### src/rtl/dvi_deserialiser.sv
// dvi_deserialiser
//   Recovers 10-bit TMDS symbols from a DDR-captured serial stream running at
//   five times the pixel rate. Two bits arrive per clk_x5 cycle. A 20-bit
//   history is kept, and once every five cycles a 10-bit window at bit offset
//   `off` is extracted. A two-state alignment FSM watches for runs of TMDS
//   control tokens. It slips the offset by one bit when a search window
//   expires without lock, and it drops lock when no control token has been
//   seen for LOSS_TIMEOUT symbols.
//
// Parameters
//   LOCK_COUNT   consecutive control tokens at one offset needed to lock
//   SEARCH_LEN   symbols evaluated at one offset before slipping
//   LOSS_TIMEOUT symbols without a control token before lock is dropped
//
// Ports
//   clk_x5      in   bit clock (5x pixel rate), rising edge only
//   rst_n_x5    in   asynchronous active-low reset
//   d_rise      in   earlier bit of the DDR pair
//   d_fall      in   later bit of the DDR pair
//   resync      in   pulse: abandon alignment, advance offset, search again
//   sym[9:0]    out  recovered symbol, bit 0 first on the wire
//   sym_valid   out  one-cycle strobe, once every 5 cycles
//   sym_is_ctrl out  sym is a TMDS control token (qualified by sym_valid)
//   ctrl[1:0]   out  decoded {c1,c0} for control tokens, else 2'b00
//   locked      out  alignment FSM is in LOCKED
module dvi_deserialiser #(
  parameter int LOCK_COUNT   = 8,
  parameter int SEARCH_LEN   = 1024,
  parameter int LOSS_TIMEOUT = 4096
) (
  input  logic       clk_x5,
  input  logic       rst_n_x5,
  input  logic       d_rise,
  input  logic       d_fall,
  input  logic       resync,
  output logic [9:0] sym,
  output logic       sym_valid,
  output logic       sym_is_ctrl,
  output logic [1:0] ctrl,
  output logic       locked
);

  // The run counter has to hold LOCK_COUNT itself. The timer and the loss
  // counter only ever reach their parameter minus one.
  localparam int RUN_W  = $clog2(LOCK_COUNT + 1);
  localparam int TMR_W  = (SEARCH_LEN   > 2) ? $clog2(SEARCH_LEN)   : 1;
  localparam int LOSS_W = (LOSS_TIMEOUT > 2) ? $clog2(LOSS_TIMEOUT) : 1;

  localparam logic [RUN_W-1:0]  RUN_LOCK  = RUN_W'(LOCK_COUNT);
  localparam logic [TMR_W-1:0]  TMR_LAST  = TMR_W'(SEARCH_LEN - 1);
  localparam logic [LOSS_W-1:0] LOSS_LAST = LOSS_W'(LOSS_TIMEOUT - 1);

  localparam logic [9:0] TOK_00 = 10'h354;
  localparam logic [9:0] TOK_01 = 10'h0AB;
  localparam logic [9:0] TOK_10 = 10'h154;
  localparam logic [9:0] TOK_11 = 10'h2AB;

  typedef enum logic {
    ST_SEARCH = 1'b0,
    ST_LOCKED = 1'b1
  } state_t;

  // ---------------------------------------------------------------------
  // Registers
  // ---------------------------------------------------------------------
  logic [19:0]       r_sr;
  logic [2:0]        r_phase;
  logic              r_primed;
  logic [3:0]        r_off;
  logic [9:0]        r_sym;
  logic              r_sym_valid;
  logic              r_sym_is_ctrl;
  logic [1:0]        r_ctrl;
  state_t            r_state;
  logic [RUN_W-1:0]  r_run;
  logic [TMR_W-1:0]  r_timer;
  logic [LOSS_W-1:0] r_loss;

  // ---------------------------------------------------------------------
  // Combinational helpers
  // ---------------------------------------------------------------------
  logic [9:0]        w_window;
  logic              w_is_ctrl;
  logic [1:0]        w_ctrl;
  logic              w_load;
  logic [3:0]        w_off_inc;
  logic [RUN_W-1:0]  w_run_next;
  logic [TMR_W-1:0]  w_timer_inc;
  logic [LOSS_W-1:0] w_loss_inc;

  // The window is taken from the registered history, so an offset change
  // only affects symbols extracted after it.
  assign w_window = 10'(r_sr >> r_off);

  // On the first phase-0 edge after reset the history holds no post-reset
  // bits yet, so that extraction is skipped. This keeps the first strobe six
  // cycles after release.
  assign w_load = (r_phase == 3'd0) && r_primed;

  assign w_off_inc = (r_off == 4'd9) ? 4'd0 : r_off + 4'd1;

  // All counters saturate at their terminal value instead of wrapping.
  assign w_run_next  = !r_sym_is_ctrl      ? '0 :
                       (r_run == RUN_LOCK) ? r_run : r_run + RUN_W'(1);
  assign w_timer_inc = (r_timer == TMR_LAST)  ? r_timer : r_timer + TMR_W'(1);
  assign w_loss_inc  = (r_loss  == LOSS_LAST) ? r_loss  : r_loss + LOSS_W'(1);

  always_comb begin
    w_is_ctrl = 1'b0;
    w_ctrl    = 2'b00;
    case (w_window)
      TOK_00:  begin w_is_ctrl = 1'b1; w_ctrl = 2'b00; end
      TOK_01:  begin w_is_ctrl = 1'b1; w_ctrl = 2'b01; end
      TOK_10:  begin w_is_ctrl = 1'b1; w_ctrl = 2'b10; end
      TOK_11:  begin w_is_ctrl = 1'b1; w_ctrl = 2'b11; end
      default: begin w_is_ctrl = 1'b0; w_ctrl = 2'b00; end
    endcase
  end

  // ---------------------------------------------------------------------
  // Capture, phase and symbol extraction
  // ---------------------------------------------------------------------
  always_ff @(posedge clk_x5 or negedge rst_n_x5) begin
    if (!rst_n_x5) begin
      r_sr          <= '0;
      r_phase       <= '0;
      r_primed      <= 1'b0;
      r_sym         <= '0;
      r_sym_valid   <= 1'b0;
      r_sym_is_ctrl <= 1'b0;
      r_ctrl        <= '0;
    end else begin
      // The newest pair enters at the top, so r_sr[0] is the oldest bit.
      r_sr        <= {d_fall, d_rise, r_sr[19:2]};
      r_phase     <= (r_phase == 3'd4) ? 3'd0 : r_phase + 3'd1;
      r_primed    <= 1'b1;
      r_sym_valid <= w_load;
      if (w_load) begin
        r_sym         <= w_window;
        r_sym_is_ctrl <= w_is_ctrl;
        r_ctrl        <= w_ctrl;
      end
    end
  end

  // ---------------------------------------------------------------------
  // Alignment FSM: evaluated in the strobe cycle of each symbol. resync
  // overrides everything, so it can never stack with a slip or a lock.
  // ---------------------------------------------------------------------
  always_ff @(posedge clk_x5 or negedge rst_n_x5) begin
    if (!rst_n_x5) begin
      r_state <= ST_SEARCH;
      r_off   <= '0;
      r_run   <= '0;
      r_timer <= '0;
      r_loss  <= '0;
    end else if (resync) begin
      r_state <= ST_SEARCH;
      r_off   <= w_off_inc;
      r_run   <= '0;
      r_timer <= '0;
      r_loss  <= '0;
    end else if (r_sym_valid) begin
      case (r_state)
        ST_SEARCH: begin
          if (w_run_next == RUN_LOCK) begin
            r_state <= ST_LOCKED;
            r_loss  <= '0;
            r_run   <= '0;
            r_timer <= '0;
          end else if (r_timer == TMR_LAST) begin
            // Window expired at this offset: try the next bit position.
            r_off   <= w_off_inc;
            r_timer <= '0;
            r_run   <= '0;
          end else begin
            r_timer <= w_timer_inc;
            r_run   <= w_run_next;
          end
        end
        ST_LOCKED: begin
          if (r_sym_is_ctrl) begin
            r_loss <= '0;
          end else if (r_loss == LOSS_LAST) begin
            // Offset is kept. The same alignment is likely still right
            // once blanking returns.
            r_state <= ST_SEARCH;
            r_timer <= '0;
            r_run   <= '0;
            r_loss  <= '0;
          end else begin
            r_loss <= w_loss_inc;
          end
        end
        default: r_state <= ST_SEARCH;
      endcase
    end
  end

  assign sym         = r_sym;
  assign sym_valid   = r_sym_valid;
  assign sym_is_ctrl = r_sym_is_ctrl;
  assign ctrl        = r_ctrl;
  assign locked      = (r_state == ST_LOCKED);

endmodule
### config.mk
export PLATFORM = sky130hd
export DESIGN_NAME = dvi_deserialiser
export DESIGN_NICKNAME = d
export VERILOG_FILES = /design/src/rtl/dvi_deserialiser.sv
export SDC_FILE = /design/constraint.sdc
export NUM_CORES = 1
export LEC_CHECK = 0
export ABC_AREA = 1
export CAP_MARGIN = 20
export CELL_PAD_IN_SITES_DETAIL_PLACEMENT = 2
export CELL_PAD_IN_SITES_GLOBAL_PLACEMENT = 2
export CORE_ASPECT_RATIO = 1.4
export CORE_MARGIN = 1.5
export CORE_UTILIZATION = 40
export DETAILED_ROUTE_END_ITERATION = 10
export DONT_BUFFER_PORTS = 1
export PLACE_DENSITY = 0.87
export SETUP_SLACK_MARGIN = 0.5
export SYNTH_ARGS = -nofsm -noshare
export SYNTH_HDL_FRONTEND = slang
export SYNTH_SLANG_ARGS = --single-unit
### constraint.sdc
create_clock -name clk_x5 -period 5.3 [get_ports clk_x5]
set_clock_uncertainty 0.2 [all_clocks]
set_input_delay 1.325 -clock clk_x5 [delete_from_list [all_inputs] [get_ports clk_x5]]
set_output_delay 1.325 -clock clk_x5 [all_outputs]
set_load 0.1 [all_outputs]
# [After elaboration in Yosys (flattened, before gate mapping)]
# Cells that the tools add are included.
[word_totals] word_cells=79 out_inout_bits=15 in_bits=5 register_bits=69
[op_classes] shifts=1 bitwise_logic=1 n_eq_ne=15 reduce_logical=8 n_addsub=5 muxes=37
[ops] operator="10-bit two-way mux" n=6
[ops] operator="12-bit two-way mux" n=5
[ops] operator="4-bit two-way mux" n=14
[ops] operator="10-bit equality test, second input constant" n=3
[ops] operator="12-bit one-hot mux with 2 select lines" n=1
[ops] operator="10-bit one-hot mux with 2 select lines" n=1
[ops] operator="20-bit by 4-bit >> shifter with 10-bit output" n=1
[ops] operator="12-bit by 1-bit adder with 12-bit output, second input constant" n=1
[ops] operator="12-bit equality test, second input constant" n=1
[ops] operator="4-bit equality test, second input constant" n=3
[ops] operator="10-bit by 1-bit adder with 10-bit output, second input constant" n=1
[ops] operator="10-bit by 8-bit equality test with 1-bit output, second input constant" n=1
[ops] operator="10-bit by 9-bit equality test with 1-bit output, second input constant" n=1
[ops] operator="4-bit by 1-bit adder with 4-bit output, second input constant" n=2
[ops] operator="4-bit one-hot mux with 2 select lines" n=1
[ops] operator="1-bit two-way mux" n=6
[ops] operator="3-bit inequality test, second input constant" n=2
[ops] operator="2-bit one-hot mux with 3 select lines" n=1
[ops] operator="2-bit inequality test, second input constant" n=2
[ops] operator="4-bit AND reduction" n=1
[ops] operator="2-bit nonzero test" n=2
[ops] operator="4-bit OR reduction" n=1
[ops] operator="3-bit by 1-bit adder with 3-bit output, second input constant" n=1
[ops] operator="3-bit equality test, second input constant" n=1
[ops] operator="8 further kinds" n=8

# [Depth between registers and ports, before layout]
[logic_depth] ltp_word=8 mapped_depth=15 depth_no_buf=14

# [Least setup slack after synthesis]
# Ideal clock, no wire load.
[synth_path] path_type="reg2out" start="register r_sym_is_ctrl, in the netlist sym_is_ctrl" end="output sym_is_ctrl" t_required_ns=3.775 path_buffers=0 path_stages_with_launch=1 arrival_time_ns=0.965 setup_slack_ns=2.810 path_cell_list="dfrtp_1"
[synth_rtl] element="from (decl)" line="72" text="logic r_sym_is_ctrl;"
[synth_rtl] element="from (signal assigned)" line="140" text="r_sym_is_ctrl <= w_is_ctrl;"
[synth_rtl] element="to (decl)" line="38" text="output logic sym_is_ctrl,"
# No word-level cell between the ends.

# [Worst setup path in the final report]
[layout_path] start="register r_sym_is_ctrl, in the netlist sym_is_ctrl" end="register r_loss[6]"
[layout_between] elab_chain_cells=4 word_cells_on_any_way=8 cone_classes="eq/ne: 2; mux: 5; reduce/logical: 1"
[layout_lines] element="4-bit two-way mux or 12-bit two-way mux (tied branches)" line="103, 182"
[layout_lines] element="4-bit equality test or 12-bit one-hot mux with 2 select lines (tied branches)" line="166, 164"
[layout_lines] element="3-bit inequality test (no source line) or 12-bit two-way mux (tied branches)"
[layout_lines] element="2-bit AND reduction (no source line) or 12-bit two-way mux (tied branches)"
[layout_lines] element="to (signal assigned)" line="192" text="r_loss <= w_loss_inc;"
[layout_lines] element="to (decl)" line="77" text="logic [LOSS_W-1:0] r_loss;"
# Several ways; a longest one is shown, not always the timed one. The select of a mux whose other input is x is not followed.
# A chain may end at the register's enable or synchronous reset.

==> out/results.tsv <==
stage	metric	value	unit
run_status	outcome	complete, no violations	
routing	DR WL/cell	20.0	µm
routing	Vias	3542	
setup_path	worst-path maximum fanout	12	
logic_synthesis	syn avg cell area	7.42	µm²
pwr	Internal	1200	µW
die	IO Pins	20	
pwr	switch share	50.3	%
pwr	leakage	0.00200	µW
job	Max-Cap Viols	0	
logic_synthesis	Post-Syn Nets	527	
final_layout	share of layout cells above drive strength 1	7.77	%
global_route	largest net degree at the start of global routing	70	
logic_synthesis	Mapped Cells	516	
logic_synthesis	EDFF count, synth	0	
clock_tree	H-tree levels	3	
clock_tree	CTS Root Cell	clkbuf_16	
routing	detailed-route vias per instance	5.67	
die	core area	9410	µm²
placed_design	DP Wirelength	8300	µm
global_route	GRT overflow	0	
timing	Slew Viols, Final	0	
timing	Slew HR	26.3	%
global_route	total track usage	26.8	%
timing	Final Cycle Share	55.9	%
global_route	first-pass GRT wire length	20900	µm
final_layout	area grow syn2layout	8.56	%
setup_path	crit end category	flip-flop	
final_layout	antenna diode count	0	
clock_tree	CTS tree	done	
die	starting density of the core	40.7	%
timing	Fmax achieved	337	MHz
timing	Finish-stage setup viols	0	
global_route	initial antenna violation count	0	
die	chip height	119	µm
routing	Routed WL	12500	µm
clock_tree	Max clock buf depth	2	
placed_design	Buffers on Ports	0	
clock_tree	clk sink count	69	
setup_path	CP startpoint kind	flip-flop	
routing	Post-DRT Antenna Nets	0	
clock_tree	PostCTS Resize Cnt	0	
global_route	vias in the first global route	4064	
logic_synthesis	Netlist Area Pre-Place	3830	µm²
routing	Initial DRT Pass Iterations	4	
logic_synthesis	ys flop type	dfrtp_1	
pwr	Clk pwr share	25.2	%
clock_tree	Hold Buf Count CTS	0	
pwr	Power Dens Cells	581	nW/µm²
final_layout	Net count, final	521	
timing	RSZ-0062 raised after global routing	no	
routing	DRC	0	
hold_path	HP Class	reg2reg	
pwr	Net Switching	1220	µW
timing	Slew @ Worst Pin	1.11	ns
clock_tree	cts bufs inserted	9	
routing	1st-iter DRT viols	121	
placed_design	Placer Congestion	0.784	
pwr	Peak VDD IR	0.000355	V
final_layout	Util after Layout	44.2	%
clock_tree	clock slew at reported path FFs	0.06	ns
pwr	combinational power share	33.5	%
timing	Setup TNS	0	ns
clock_tree	clk_lat worst skew	0.34	ns
die	Die Wd	85.7	µm
timing	Fin Hold WS	0.219	ns
logic_synthesis	flip-flop and latch count after synthesis	69	
setup_path	worst endpoint required time	5.32	ns
logic_synthesis	Synth cell types	37	
logic_synthesis	register area share after synthesis	45.1	%
pwr	Sequential Power Share	41.3	%
setup_path	crit path kind	reg2reg	
clock_tree	total setup buffers inserted after CTS	0	
placed_design	dpl cells	609	
logic_synthesis	FFs w/ async S/R, synth	100	%
timing	final hold violation count	0	
pwr	total power	2420	µW
final_layout	FILL cells	1099	
setup_path	CP Data Arrival Time	2.99	ns
timing	Final min period	2.96	ns
die	Rows	42	
logic_synthesis	yosys warns	0	
die	die area	10200	µm²
final_layout	fin cells	625	
[metal layers]
metal  routed length (µm)  GRT usage, %
met5                    0             0
met4                  257          8.06
met3                  273          5.87
met2                 7170          51.0
met1                 4790          28.9
[synth_stat cells (2+ instances only)]
cell	n	share of area, %
o31ai_1	2	0.39
buf_6	3	0.88
buf_2	10	1.3
nand3_1	90	12
o21a_1	4	0.78
inv_2	10	0.98
a21oi_2	2	0.46
nor2_1	38	3.7
nand2_4	3	0.88
nand2_2	3	0.49
o21ai_0	17	2.2
ha_1	6	2.0
inv_1	38	3.7
a21oi_1	16	2.1
o22ai_1	3	0.49
clkbuf_1	2	0.20
nand3_2	3	0.78
nor3_1	4	0.52
nand2_1	157	15
dfrtp_1	69	45
xor2_1	3	0.69
o21ai_1	8	1.0
nand4_1	8	1.3
nor2_2	4	0.65
[cell families (layout without fill, tap and decap cells)]
kind of cell               count (synthesis)  count (layout)  synth area share [%]
DFF                                       69              69                  45.1
and+or+nand+nor                          313             313                  36.0
AOI/OAI and AO/OA                         58              58                  8.66
adders and majority gates                  6               6                  1.96
buffers and inverters                     66              65                  7.51
xor gates and xnor gates                   3               3                 0.686
other                                      1               1                0.0979
[through the flow]
stage / setup WS (ns) / area [µm²]
6_report: 2.34 / 4160
5_1_grt: 2.13 / 4160
4_1_cts: 2.30 / 4160
3_5_place_dp: 2.38 / 3860
3_3_place_gp: 2.46 / 3860
2_1_floorplan: 2.81 / 3830
[worst max-delay path, cell delays in order (launching register included)]
cell,delay [ns]
dfrtp_1,1.07
inv_2,0.18
nor2_1,0.16
nand2_1,0.10
nor2_2,0.19
nand2_4,0.11
nand2_4,0.10
nand2_4,0.10
inv_2,0.21
o21ai_0,0.19
o21ai_1,0.15
nor2_1,0.06
[cell usage in the layout, fill, tap and decap left out, drive strengths merged]
cell type,instances
o31ai,2
conb,1
a21o,1
bufinv,1
o211ai,1
o22ai,3
nand3,93
clkbuf,12
nor3,4
xor2,3
a22oi,1
nor3b,1
a31oi,1
a21boi,1
o21a,4
nor2,42
a21oi,18
clkinv,3
inv,48
or2,1
dfrtp,69
ha,6
o21ai,26
nand4,8
and2,1
clkinvlp,1
nand2,163
[power by group through the flow]
stage	combinational [µW]	clock, µW	sequential (µW)
6_report	810	610	998
5_1_grt	923	644	1010
4_1_cts	824	626	998
3_5_place_dp	783	0	1000
3_3_place_gp	748	0	998
2_1_floorplan	675	0	917
[worst paths after layout]
path,startpoint,to,slack [ns],cells past startpoint
min,r_sr[6],r_sr[4],0.22,0
max in group asynchronous,rst_n_x5,r_loss[3],4.32,0
min reg2reg,r_sr[6],r_sr[4],0.22,0
min in group asynchronous,rst_n_x5,r_timer[4],0.47,0
max reg2reg,sym_is_ctrl,r_loss[6],2.34,11
max,sym_is_ctrl,r_loss[6],2.34,11
[sequential cells by signal (all words and copies together) (netlist names)]
register	flops
sym_valid	1
ctrl	2
sym	10
locked	1
r_run	4
sym_is_ctrl	1
r_primed	1
r_loss	12
r_sr	20
r_timer	10
r_off	4
r_phase	3
[layout make-up]
cell class | count | area (µm²) | share of cell area [%]
multi-input combinational | 381 | 1820 | 43.7
sequential | 69 | 1730 | 41.5
clock buffer | 12 | 246 | 5.93
inverter | 49 | 184 | 4.42
tap | 110 | 138 | 3.31
clock inverter | 4 | 47.5 | 1.14
Power figures use the tool's default switching activity.
